--- src/rtl/crc_serial_feeder.sv ---
`default_nettype none
// ============================================================================
// Module      : crc_serial_feeder
// Description : Serialises a CRC job for a bit-serial CRC engine. On start it
//               shifts the captured polynomial and then the initial value out
//               MSB first, clears the engine for one cycle, then streams the
//               message bytes MSB first through a small byte buffer and a bit
//               shifter until the byte tagged "last" has been sent.
// Ports       : clk, rst_n (async, active-low)
//               cfg_start, cfg_poly[WIDTH], cfg_init[WIDTH]  - frame setup
//               in_data[8], in_valid, in_last, in_ready      - byte stream
//               poly_bit/poly_load, init_bit/init_load       - serial loads
//               crc_data/crc_en, crc_rst_n                   - engine feed
//               busy, frame_done                             - status
// Build macro : CRC_FEEDER_FIFO_EN - when defined the byte buffer is a
//               4-entry FIFO; otherwise it is a single holding register.
// Revision    : 1.0 - initial release
// ============================================================================
module crc_serial_feeder #(
  parameter int WIDTH = 8
) (
  input  logic             clk,
  input  logic             rst_n,
  input  logic             cfg_start,
  input  logic [WIDTH-1:0] cfg_poly,
  input  logic [WIDTH-1:0] cfg_init,
  input  logic [7:0]       in_data,
  input  logic             in_valid,
  input  logic             in_last,
  output logic             in_ready,
  output logic             poly_bit,
  output logic             poly_load,
  output logic             init_bit,
  output logic             init_load,
  output logic             crc_data,
  output logic             crc_en,
  output logic             crc_rst_n,
  output logic             busy,
  output logic             frame_done
);

  localparam logic [2:0] S_IDLE      = 3'd0;
  localparam logic [2:0] S_LOAD_POLY = 3'd1;
  localparam logic [2:0] S_LOAD_INIT = 3'd2;
  localparam logic [2:0] S_CLEAR     = 3'd3;
  localparam logic [2:0] S_STREAM    = 3'd4;
  localparam logic [2:0] S_DONE      = 3'd5;

  localparam int CW = $clog2(WIDTH + 1);
  localparam logic [CW-1:0] C_CNT_LAST = CW'(WIDTH - 1);

  logic [2:0]       state_q, state_d;
  logic [CW-1:0]    cnt_q, cnt_d;
  logic [WIDTH-1:0] poly_q, poly_d;
  logic [WIDTH-1:0] init_q, init_d;
  logic             last_acc_q, last_acc_d;

  // Shifter: sh_rem_q is the number of bits still to be sent from sh_q[7].
  logic [7:0]       sh_q, sh_d;
  logic [3:0]       sh_rem_q, sh_rem_d;
  logic             sh_last_q, sh_last_d;

  // Byte buffer common view
  logic             push, pop, buf_clr;
  logic             buf_empty, buf_full;
  logic [7:0]       head_data;
  logic             head_last;

  logic             emit_en, emit_bit, frame_end;

  assign push    = in_valid & in_ready;
  assign buf_clr = (state_q == S_IDLE);

  // --------------------------------------------------------------------------
  // Byte buffer
  // --------------------------------------------------------------------------
`ifdef CRC_FEEDER_FIFO_EN
  logic [7:0] fifo_data_q [4];
  logic       fifo_last_q [4];
  logic [1:0] rd_ptr_q, wr_ptr_q;
  logic [2:0] count_q;

  // Payload storage needs no reset: occupancy is tracked by count_q.
  always_ff @(posedge clk) begin
    if (push) begin
      fifo_data_q[wr_ptr_q] <= in_data;
      fifo_last_q[wr_ptr_q] <= in_last;
    end
  end

  always_ff @(posedge clk or negedge rst_n) begin
    if (!rst_n) begin
      rd_ptr_q <= 2'd0;
      wr_ptr_q <= 2'd0;
      count_q  <= 3'd0;
    end else if (buf_clr) begin
      rd_ptr_q <= 2'd0;
      wr_ptr_q <= 2'd0;
      count_q  <= 3'd0;
    end else begin
      if (push) wr_ptr_q <= wr_ptr_q + 2'd1;
      if (pop)  rd_ptr_q <= rd_ptr_q + 2'd1;
      count_q <= count_q + {2'b00, push} - {2'b00, pop};
    end
  end

  assign buf_empty = (count_q == 3'd0);
  assign buf_full  = (count_q == 3'd4);
  assign head_data = fifo_data_q[rd_ptr_q];
  assign head_last = fifo_last_q[rd_ptr_q];
`else
  logic [7:0] hold_data_q;
  logic       hold_last_q;
  logic       hold_vld_q;

  // push only happens while empty and pop only while full, so they never
  // coincide in this single-entry buffer.
  always_ff @(posedge clk or negedge rst_n) begin
    if (!rst_n) begin
      hold_data_q <= 8'd0;
      hold_last_q <= 1'b0;
      hold_vld_q  <= 1'b0;
    end else if (buf_clr) begin
      hold_vld_q  <= 1'b0;
    end else begin
      if (pop) hold_vld_q <= 1'b0;
      if (push) begin
        hold_vld_q  <= 1'b1;
        hold_data_q <= in_data;
        hold_last_q <= in_last;
      end
    end
  end

  assign buf_empty = ~hold_vld_q;
  assign buf_full  = hold_vld_q;
  assign head_data = hold_data_q;
  assign head_last = hold_last_q;
`endif

  // --------------------------------------------------------------------------
  // Bit shifter. When idle, the first bit of a byte is taken straight from the
  // buffer head so a newly buffered byte appears on crc_data the cycle after
  // it is accepted; the remaining 7 bits are then shifted out. During the last
  // bit of a byte the next full byte is pulled in so bytes run back to back.
  // --------------------------------------------------------------------------
  always_comb begin
    sh_d      = sh_q;
    sh_rem_d  = sh_rem_q;
    sh_last_d = sh_last_q;
    pop       = 1'b0;
    emit_en   = 1'b0;
    emit_bit  = 1'b0;
    frame_end = 1'b0;
    if (state_q == S_STREAM) begin
      if (sh_rem_q != 4'd0) begin
        emit_en  = 1'b1;
        emit_bit = sh_q[7];
        if (sh_rem_q == 4'd1) begin
          if (sh_last_q) begin
            frame_end = 1'b1;
            sh_rem_d  = 4'd0;
            sh_d      = 8'd0;
          end else if (!buf_empty) begin
            sh_d      = head_data;
            sh_rem_d  = 4'd8;
            sh_last_d = head_last;
            pop       = 1'b1;
          end else begin
            sh_rem_d  = 4'd0;
            sh_d      = 8'd0;
          end
        end else begin
          sh_d     = {sh_q[6:0], 1'b0};
          sh_rem_d = sh_rem_q - 4'd1;
        end
      end else if (!buf_empty) begin
        emit_en   = 1'b1;
        emit_bit  = head_data[7];
        sh_d      = {head_data[6:0], 1'b0};
        sh_rem_d  = 4'd7;
        sh_last_d = head_last;
        pop       = 1'b1;
      end
    end else if (state_q == S_IDLE) begin
      sh_d      = 8'd0;
      sh_rem_d  = 4'd0;
      sh_last_d = 1'b0;
    end
  end

  // --------------------------------------------------------------------------
  // Frame FSM
  // --------------------------------------------------------------------------
  always_comb begin
    state_d    = state_q;
    cnt_d      = cnt_q;
    poly_d     = poly_q;
    init_d     = init_q;
    last_acc_d = last_acc_q;
    case (state_q)
      S_IDLE: begin
        last_acc_d = 1'b0;
        cnt_d      = '0;
        if (cfg_start) begin
          poly_d  = cfg_poly;
          init_d  = cfg_init;
          state_d = S_LOAD_POLY;
        end
      end
      S_LOAD_POLY: begin
        poly_d = poly_q << 1;
        if (cnt_q == C_CNT_LAST) begin
          cnt_d   = '0;
          state_d = S_LOAD_INIT;
        end else begin
          cnt_d = cnt_q + CW'(1);
        end
      end
      S_LOAD_INIT: begin
        init_d = init_q << 1;
        if (cnt_q == C_CNT_LAST) begin
          cnt_d   = '0;
          state_d = S_CLEAR;
        end else begin
          cnt_d = cnt_q + CW'(1);
        end
      end
      S_CLEAR: begin
        state_d = S_STREAM;
      end
      S_STREAM: begin
        if (push && in_last) last_acc_d = 1'b1;
        if (frame_end)       state_d    = S_DONE;
      end
      S_DONE: begin
        state_d = S_IDLE;
      end
      default: begin
        state_d = S_IDLE;
      end
    endcase
  end

  always_ff @(posedge clk or negedge rst_n) begin
    if (!rst_n) begin
      state_q    <= S_IDLE;
      cnt_q      <= '0;
      poly_q     <= '0;
      init_q     <= '0;
      last_acc_q <= 1'b0;
      sh_q       <= 8'd0;
      sh_rem_q   <= 4'd0;
      sh_last_q  <= 1'b0;
    end else begin
      state_q    <= state_d;
      cnt_q      <= cnt_d;
      poly_q     <= poly_d;
      init_q     <= init_d;
      last_acc_q <= last_acc_d;
      sh_q       <= sh_d;
      sh_rem_q   <= sh_rem_d;
      sh_last_q  <= sh_last_d;
    end
  end

  // --------------------------------------------------------------------------
  // Outputs: all derived from registered state so reset takes effect at once.
  // --------------------------------------------------------------------------
  assign poly_load  = (state_q == S_LOAD_POLY);
  assign poly_bit   = poly_load & poly_q[WIDTH-1];
  assign init_load  = (state_q == S_LOAD_INIT);
  assign init_bit   = init_load & init_q[WIDTH-1];
  assign crc_rst_n  = (state_q != S_CLEAR);
  assign crc_en     = emit_en;
  assign crc_data   = emit_en & emit_bit;
  assign in_ready   = (state_q == S_STREAM) & ~buf_full & ~last_acc_q;
  assign busy       = (state_q != S_IDLE);
  assign frame_done = (state_q == S_DONE);

endmodule
`default_nettype wire

--- config.mk ---
export PLATFORM = sky130hd
export DESIGN_NAME = crc_serial_feeder
export DESIGN_NICKNAME = d
export VERILOG_FILES = /design/src/rtl/crc_serial_feeder.sv
export SDC_FILE = /design/constraint.sdc
export NUM_CORES = 1
export LEC_CHECK = 0
export CAP_MARGIN = 10
export CORE_ASPECT_RATIO = 1.25
export CORE_MARGIN = 5
export CORE_UTILIZATION = 57
export DETAILED_ROUTE_END_ITERATION = 10
export PLACE_DENSITY = 0.88
export SETUP_SLACK_MARGIN = 0.4
export SYNTH_ARGS = -nofsm -noshare
export SYNTH_HDL_FRONTEND = slang
export SYNTH_SLANG_ARGS = --single-unit
--- constraint.sdc ---
create_clock -name clk -period 4.3 [get_ports clk]
set_input_delay 0.645 -clock clk [delete_from_list [all_inputs] [get_ports clk]]
set_output_delay 0.645 -clock clk [all_outputs]
set_load 0.005 [all_outputs]
==> results of run 1 <==
through the flow:
stage	worst slack [ns]	instance area [sq um]	hold WS, ns	power [uW]	utilization
2_1_floorplan	2.28	2320	0.349	1190	-
6_report	1.21	2800	0.480	1630	0.699
5_1_grt	0.998	2800	0.510	1770	0.699
3_5_place_dp	1.56	2720	0.475	1390	0.679
3_3_place_gp	1.57	2720	0.462	1350	0.679
4_1_cts	1.22	2800	0.485	1640	0.699
cell type report:
class | instances | area share
Clock buffer | 7 | 0.0273
Tap cell | 56 | 0.0251
Multi-Input combinational cell | 174 | 0.376
Inverter | 11 | 0.0148
Sequential cell | 47 | 0.421
Clock inverter | 1 | 0.00179
Timing Repair Buffer | 38 | 0.134
power by group through the flow:
stage / sequential [uW] / combinational (uW) / clock [uW]
final: 750 / 633 / 252
after global routing: 772 / 713 / 282
after CTS: 746 / 638 / 259
after detailed placement: 755 / 633 / 0
after global placement: 745 / 610 / 0
after floorplan: 697 / 497 / 0
layout by cell type, fill, tap and decap left out, types with 3 or more instances in the layout:
| cell type | netlist | layout |
|---|---|---|
| clkbuf_8 | 0 | 5 |
| a21oi_1 | 20 | 20 |
| o22ai_1 | 4 | 4 |
| mux2_2 | 8 | 8 |
| and2_1 | 3 | 3 |
| o31ai_1 | 10 | 10 |
| mux2i_1 | 7 | 7 |
| nand2b_1 | 3 | 3 |
| nand3_1 | 15 | 15 |
| ha_1 | 3 | 3 |
| nor3_1 | 6 | 6 |
| o21ai_0 | 11 | 11 |
| dfrtp_1 | 47 | 47 |
| clkdlybuf4s50_1 | 0 | 37 |
| nand2_1 | 37 | 37 |
| nor2_1 | 18 | 18 |
| inv_1 | 10 | 10 |
synthesized netlist by cell type (2+ instances only):
master	count	area, sq um
a21oi_1	20	100
inv_1	10	37.5
nand2_1	37	139
ha_1	3	37.5
a22o_1	2	17.5
nand2b_1	3	18.8
dfrtp_1	47	1180
mux2i_1	7	70.1
nor2_1	18	67.6
nand3_1	15	75.1
nand3b_1	2	15.0
clkbuf_1	6	22.5
mux2_2	8	90.1
nor3_1	6	30.0
o31ai_1	10	75.1
or2_2	2	12.5
buf_4	2	15.0
o21ai_0	11	55.1
and2_1	3	18.8
o22ai_1	4	25.0
o21a_1	2	15.0
buf_2	3	15.0
a32o_1	2	20.0
flip-flops by register name, indices dropped and copies added, names as in the netlist, 3 cells and up:
| signal | count |
|---|---|
| init_q | 8 |
| state_q | 3 |
| poly_q | 8 |
| head_data | 8 |
| sh_q | 8 |
| cnt_q | 4 |
| sh_rem_q | 4 |
critical path: stages (launching register included):
cell and delay (ns):
dfrtp_1 0.57, or3b_1 0.53, nor2_2 0.36, nor2_1 0.11, inv_1 0.07, clkdlybuf4s50_1 0.49
cell families after synthesis:
group	Yosys count	synth area share
and+or+nand+nor	93	0.191
adders and majority gates	4	0.0205
DFF	47	0.506
buffers and inverters	22	0.0404
muxes	16	0.0738
AOI/OAI and AO/OA	61	0.168
worst min-delay path by stage:
stage               end  cells past startpoint     start  slack (ns)
3_5_place_dp   cnt_q[3]                      1  cnt_q[3]        0.48
5_1_grt         sh_q[2]                      2   sh_q[2]        0.51
2_1_floorplan  buf_full                      0     rst_n        0.35
6_report       cnt_q[3]                      1  cnt_q[3]        0.48
3_3_place_gp   cnt_q[3]                      1  cnt_q[3]        0.46
4_1_cts        cnt_q[3]                      1  cnt_q[3]        0.48
routing by layer:
layer	vias to the layer above	global-route usage
li1	926	-
met4	0	0.0832
met5	-	0
met3	12	0.0443
met1	901	0.229
met2	67	0.348
==> impl_metrics.tcl, run 1 <==
set metrics [dict create \
    antenna_found_initial 0 \
    dieArea_sq_mm 0.00546 \
    power.share.clock 0.154 \
    multiInputGateArea_sq_mm 0.00105 \
    holdCritPathClass "reg2reg" \
    wirelength_met1_microns 2030 \
    fin_tns_setup_ns 0 \
    grt_pass1_wl_microns 8340 \
    grt.total_usage 0.198 \
    cap_violations 0 \
    clock_latency_ns 0.30 \
    clock_skew_ns 0.00609 \
    endpoint "crc_en" \
    dp.cells 326 \
    gr-total-overflow 0 \
    start_util 0.580 \
    reg2reg_slack_ns 2.18 \
    drt_iter0_markers 113 \
    rsz0062_at_grt "no" \
    rr_endpoint "poly_q[2]" \
    endpoint_kind "output pin" \
    die_w_microns 67.1 \
    drc 0 \
    num_antenna_cells 0 \
    fmax_mhz 324 \
    ant_nets 0 \
    p_sw_frac 0.382 \
    power.net_switching_uw 625 \
    portBuffers 38 \
    cts_buffers 5 \
    cts_tree "yes" \
    seqCellArea_sq_mm 0.00118 \
    firstDrtPassIters 4 \
    synth_area_sq_mm 0.00232 \
    clock_tree.root_cell "clkbuf_8" \
    synth_edf_count 0 \
    netlist_instances 243 \
    clk_path_buf_depth 2 \
    ys_seq_area_frac 0.506 \
    pin_count 39 \
    p_leak_uw 0.00119 \
    row_count 26 \
    crit_path_start_kind "register" \
    max_slew_margin 0.336 \
    wl_microns 4910 \
    ys_ff_latch 47 \
    wl_per_cell_microns 14.7 \
    synth_cell_types 43 \
    worstPathArrival_ns 2.44 \
    worstSetupPathType "reg2out" \
    areaGrowthSynthToFinish_pct 20.4 \
    cts-resized-gates 0 \
    worst_slew_pin_slew_ns 0.996 \
    p_comb_frac 0.387 \
    worstPathMaxFanout 13 \
    fillCellCount 307 \
    clkTransAtPathRegs_ns 0.08 \
    hold_viol 0 \
    grt_max_degree 48 \
    synthArstFlopShare 1.00 \
    seqPwrFrac 0.459 \
    finalMaxSlewViolations 0 \
    layout-drive-gt1-share 0.0791 \
    route.met2.wl_microns 2480 \
    layout_min_cycle_time_ns 3.09 \
    synth_fp_nets 275 \
    core_sq_mm 0.00400 \
    critPathLaunch "state_q[2]" \
    avgSynthCellArea_sq_um 9.56 \
    hpwl_microns 3510 \
    wl_met3_microns 299 \
    p_per_area_mw_per_mm2 584 \
    avgViaCountPerCell 5.71 \
    routabilityCongestion 0.810 \
    post_cts_buffers 0 \
    first_global_vias 1917 \
    holdBufCountCts 0 \
    ys_warn_count 0 \
    synth_ff_type "dfrtp_1" \
    r2r-start "state_q[2]" \
    cp_data_required_time_ns 3.65 \
    reg2reg_depth 4 \
    cts.sinks 47 \
    top_layer "met4" \
    htreeDepth 2 \
    vias 1906 \
    stdcell_count 334 \
    setup_viol 0 \
    fin_nets 309 \
    irDropWorstVdd_mv 0.382 \
    fin_crit_sh 0.718 \
    die_h_microns 81.4 \
    intPower_uw 1010 \
    status "finished, final reports clean" \
]
No activity file was read; power rests on OpenSTA's default activity.
==> run 2: changes to the inputs <==
--- a/config.mk
+++ b/config.mk
@@ -8,9 +8,9 @@
 export CAP_MARGIN = 10
 export CORE_ASPECT_RATIO = 1.25
 export CORE_MARGIN = 5
-export CORE_UTILIZATION = 57
+export CORE_UTILIZATION = 53
 export DETAILED_ROUTE_END_ITERATION = 10
-export PLACE_DENSITY = 0.88
+export PLACE_DENSITY = 0.83
 export SETUP_SLACK_MARGIN = 0.4
 export SYNTH_ARGS = -nofsm -noshare
 export SYNTH_HDL_FRONTEND = slang
==> constraint.sdc (replaced) <==
create_clock -name clk -period 2.9 [get_ports clk]
set_input_delay 0.435 -clock clk [delete_from_list [all_inputs] [get_ports clk]]
set_output_delay 0.435 -clock clk [all_outputs]
set_load 0.005 [all_outputs]
==> run 2 against run 1 <==
Non-clock buffer count is 15 higher. Clock skew rose by 0.0053 ns. Sequential power up 47%. Via count is 1.6% higher. Die area rose by 6.5%. Critical endpoint is now in_ready. Largest cell class unchanged.
==> impl_metrics.tcl, run 2 (synthesis gave the netlist of run 1 again) <==
set metrics [dict create \
    route.met2.wl_microns 2740 \
    wirelength_met1_microns 2260 \
    worstPathMaxFanout 7 \
    worst-path-buf-inv 1 \
    max_slew_margin 0.339 \
    row_count 27 \
    cp_data_required_time_ns 2.47 \
    crit_chain "or3b_4 -> nor3_4 -> clkdlybuf4s50_1" \
    htreeDepth 2 \
    fin_util 0.694 \
    stdcell_count 351 \
    num_antenna_cells 0 \
    hold_viol 0 \
    areaGrowthSynthToFinish_pct 29.3 \
    cts.sinks 47 \
    clk_path_buf_depth 2 \
    endpoint_kind "output pin" \
    p_per_area_mw_per_mm2 901 \
    total_power_uw 2710 \
    drc 0 \
    status "finished, final reports clean" \
    wl_microns 5280 \
    pin_count 39 \
    hpwl_microns 3500 \
    seqCellArea_sq_mm 0.00118 \
    clkTransAtPathRegs_ns 0.09 \
    final_cell_mix "dfrtp_1 (45), nand2_1 (37), clkdlybuf4s50_1 (35), a21oi_1 (19), nor2_1 (17)" \
    fin_nets 324 \
    cts_tree "yes" \
    die_h_microns 84.0 \
    cp_slowest_cell "clkdlybuf4s50_1" \
    critPathMaxStageDelay_ns 0.54 \
    setup_viol 0 \
    clock_latency_ns 0.30 \
    portBuffers 38 \
    worstSetupPathType "reg2out" \
    dp.cells 332 \
    ant_nets 0 \
    start_util 0.537 \
    rsz0062_at_grt "no" \
    top_layer "met4" \
    whs_ns 0.288 \
    core_sq_mm 0.00432 \
    layout_min_cycle_time_ns 2.42 \
    worst_slew_pin_slew_ns 0.992 \
    wl_met3_microns 218 \
    grt_pass1_wl_microns 8700 \
    layout-drive-gt1-share 0.171 \
    multiInputGateArea_sq_mm 0.00110 \
    mostFrequentLayoutCell "dfrtp_1" \
    drt_iter0_markers 152 \
    firstDrtPassIters 4 \
    irDropWorstVdd_mv 0.600 \
    fin_crit_sh 0.835 \
    holdCritPathClass "in2async" \
    fin_tns_setup_ns 0 \
    grt.total_usage 0.181 \
    routabilityCongestion 0.821 \
    dieArea_sq_mm 0.00581 \
    finalMaxSlewViolations 0 \
    gr-total-overflow 0 \
    clock_skew_ns 0.0114 \
    antenna_found_initial 0 \
    cap_violations 0 \
    path_delay_family "simple AND/OR/NAND/NOR gates" \
    fillCellCount 361 \
    clock_tree.root_cell "clkbuf_8" \
    crit_path_start_kind "register" \
    die_w_microns 69.2 \
    first_global_vias 1920 \
    grt_max_degree 48 \
    vias 1937 \
    wl_per_cell_microns 15.0 \
    fmax_mhz 413 \
    p_leak_uw 0.00133 \
    avgViaCountPerCell 5.52 \
    cts_buffers 5 \
    worstPathArrival_ns 1.99 \
]
==> run 2: cell count changes in the layout (fill, tap and decap cells not counted), sizes merged <==
cell / change
clkinvlp: +1
clkdlybuf4s50: -2
dlymetal6s2s: +3
buf: +13
==> run 2: final cells by class <==
| class | count | share of cell area |
|---|---|---|
| Sequential cell | 47 | 0.392 |
| Multi-Input combinational cell | 174 | 0.367 |
| Timing Repair Buffer | 53 | 0.169 |
| Clock buffer | 6 | 0.0275 |
| Tap cell | 58 | 0.0242 |
| Inverter | 11 | 0.0142 |
| Clock inverter | 2 | 0.00542 |
==> run 2: through the flow <==
step           cell area [sq um]  setup WS, ns
2_1_floorplan               2320          1.09
3_3_place_gp                2750         0.432
3_5_place_dp                2750         0.415
4_1_cts                     2920         0.399
5_1_grt                     3000         0.395
6_report                    3000         0.477
==> run 2: worst paths after layout <==
| kind | startpoint | end | slack [ns] | cells past startpoint |
|---|---|---|---|---|
| setup / recovery | state_q[1] | in_ready | 0.48 | 3 |
| hold / removal | rst_n | cnt_q[0] | 0.29 | 1 |
| setup reg to reg | state_q[2] | poly_q[2] | 0.98 | 5 |
| hold reg to reg | poly_q[2] | poly_q[3] | 0.49 | 2 |
| max in group asynchronous | rst_n | state_q[0] | 1.94 | 1 |
| min in group clk | poly_q[2] | poly_q[3] | 0.49 | 2 |
==> run 2: repair_timing <==
item,4_1_cts,5_1_grt
endpoints found under the hold margin,0,0
resized for setup,9,9
pin swaps,1,0
endpoints found under the setup margin,4,5
hold buffers,0,0
setup buffers,4,7
==> run 2: metal layers <==
| metal | vias to the layer above | track usage |
|---|---|---|
| li1 | 959 | - |
| met1 | 920 | 0.226 |
| met2 | 51 | 0.303 |
| met3 | 7 | 0.0434 |
| met4 | 0 | 0.0639 |
| met5 | - | 0 |
==> run 2: power breakdown <==
part	switching, uW	internal, uW	leakage, uW
clock	227	195	0.0000474
sequential	192	906	0.000602
combinational	598	588	0.000680
==> edit, RTL diff (settings of run 2) <==
Change the parameter `WIDTH` from 8 to 16.
--- a/src/rtl/crc_serial_feeder.sv
+++ b/src/rtl/crc_serial_feeder.sv
@@ -18,5 +18,5 @@
 // ============================================================================
 module crc_serial_feeder #(
-  parameter int WIDTH = 8
+  parameter int WIDTH = 16
 ) (
   input  logic             clk,
Ports: changed (resized cfg_init and cfg_poly); port bits go from 39 to 55. The function was not compared with the original's and may differ.
==> edit against run 2 <==
Setup slack better by 0.026 ns. Sequential cell count rose by 17. Global-route usage is 2.4 points higher. Total power up 17%. Critical path depth unchanged. Wire length rose by 43%. Design area is 39% higher. Die area up 35%. Area after synthesis grew 41%. Critical endpoint unchanged. Largest cell class unchanged.
==> edit: results (changes against run 2) <==
metric	value	unit	change
multi_input_cells	220		+26%
grt_usage	20.5	%	+2.4 points
dr.first_iter.drc_count	155		+2.0%
place_area	3870	µm²	+41%
layout.cell_area.non_filler	4180	µm²	+39%
reg2regPathDepth	6		+1
clkTransAtPathRegs	0.07	ns	-0.02 ns
clock_latency	0.34	ns	+0.04 ns
h-tree-depth	3		+1
rows	32		+19%
cts_made_buffers	9		+4
grt_pass1_vias	2753		+43%
worstPathArrival	1.96	ns	-0.03 ns
grt_max_degree	36		-25%
layout-drive-gt1-share	18.3	%	+1.2 points
ys_seq_area_share	49.0	%	-1.7 points
ys_types	49		+14%
bufAreaShareNonClock	16.4	%	-0.53 points
dp.cells	453		+36%
cts_resized	6		-3
status	finished, final reports clean		
reg2reg_slack	0.90	ns	-0.08 ns
fillers	455		+26%
hpwl	5.17	mm	+48%
synth_fp_nets	373		+36%
==> edit: cell count changes in the layout (fill, tap and decap cells not counted), moves of 7 or more <==
| cell | run 2 | this run |
|---|---|---|
| a21oi_1 | 19 | 30 |
| clkdlybuf4s50_1 | 35 | 52 |
| dfrtp_1 | 45 | 61 |
| inv_1 | 8 | 21 |
| mux2_2 | 8 | 0 |
| mux2_4 | 0 | 9 |
| mux2i_1 | 7 | 16 |
| o22ai_1 | 4 | 13 |
| o31ai_1 | 10 | 0 |
| o31ai_2 | 0 | 7 |
==> edit: cells by family after synthesis <==
kind of cell	share of synthesized area, %
and+or+nand+nor	14.5
buffers and inverters	5.93
adders and majority gates	1.76
muxes	9.03
AOI/OAI and AO/OA	19.8
DFF	49.0
==> edit: per-layer routing <==
layer  wire [µm]  share of wire [%]  global-route usage [%]
met5           0                  0                       0
met4         148                2.0                    10.0
met3         292                3.9                    3.78
met2        4020                 53                    35.0
met1        3080                 41                    24.4
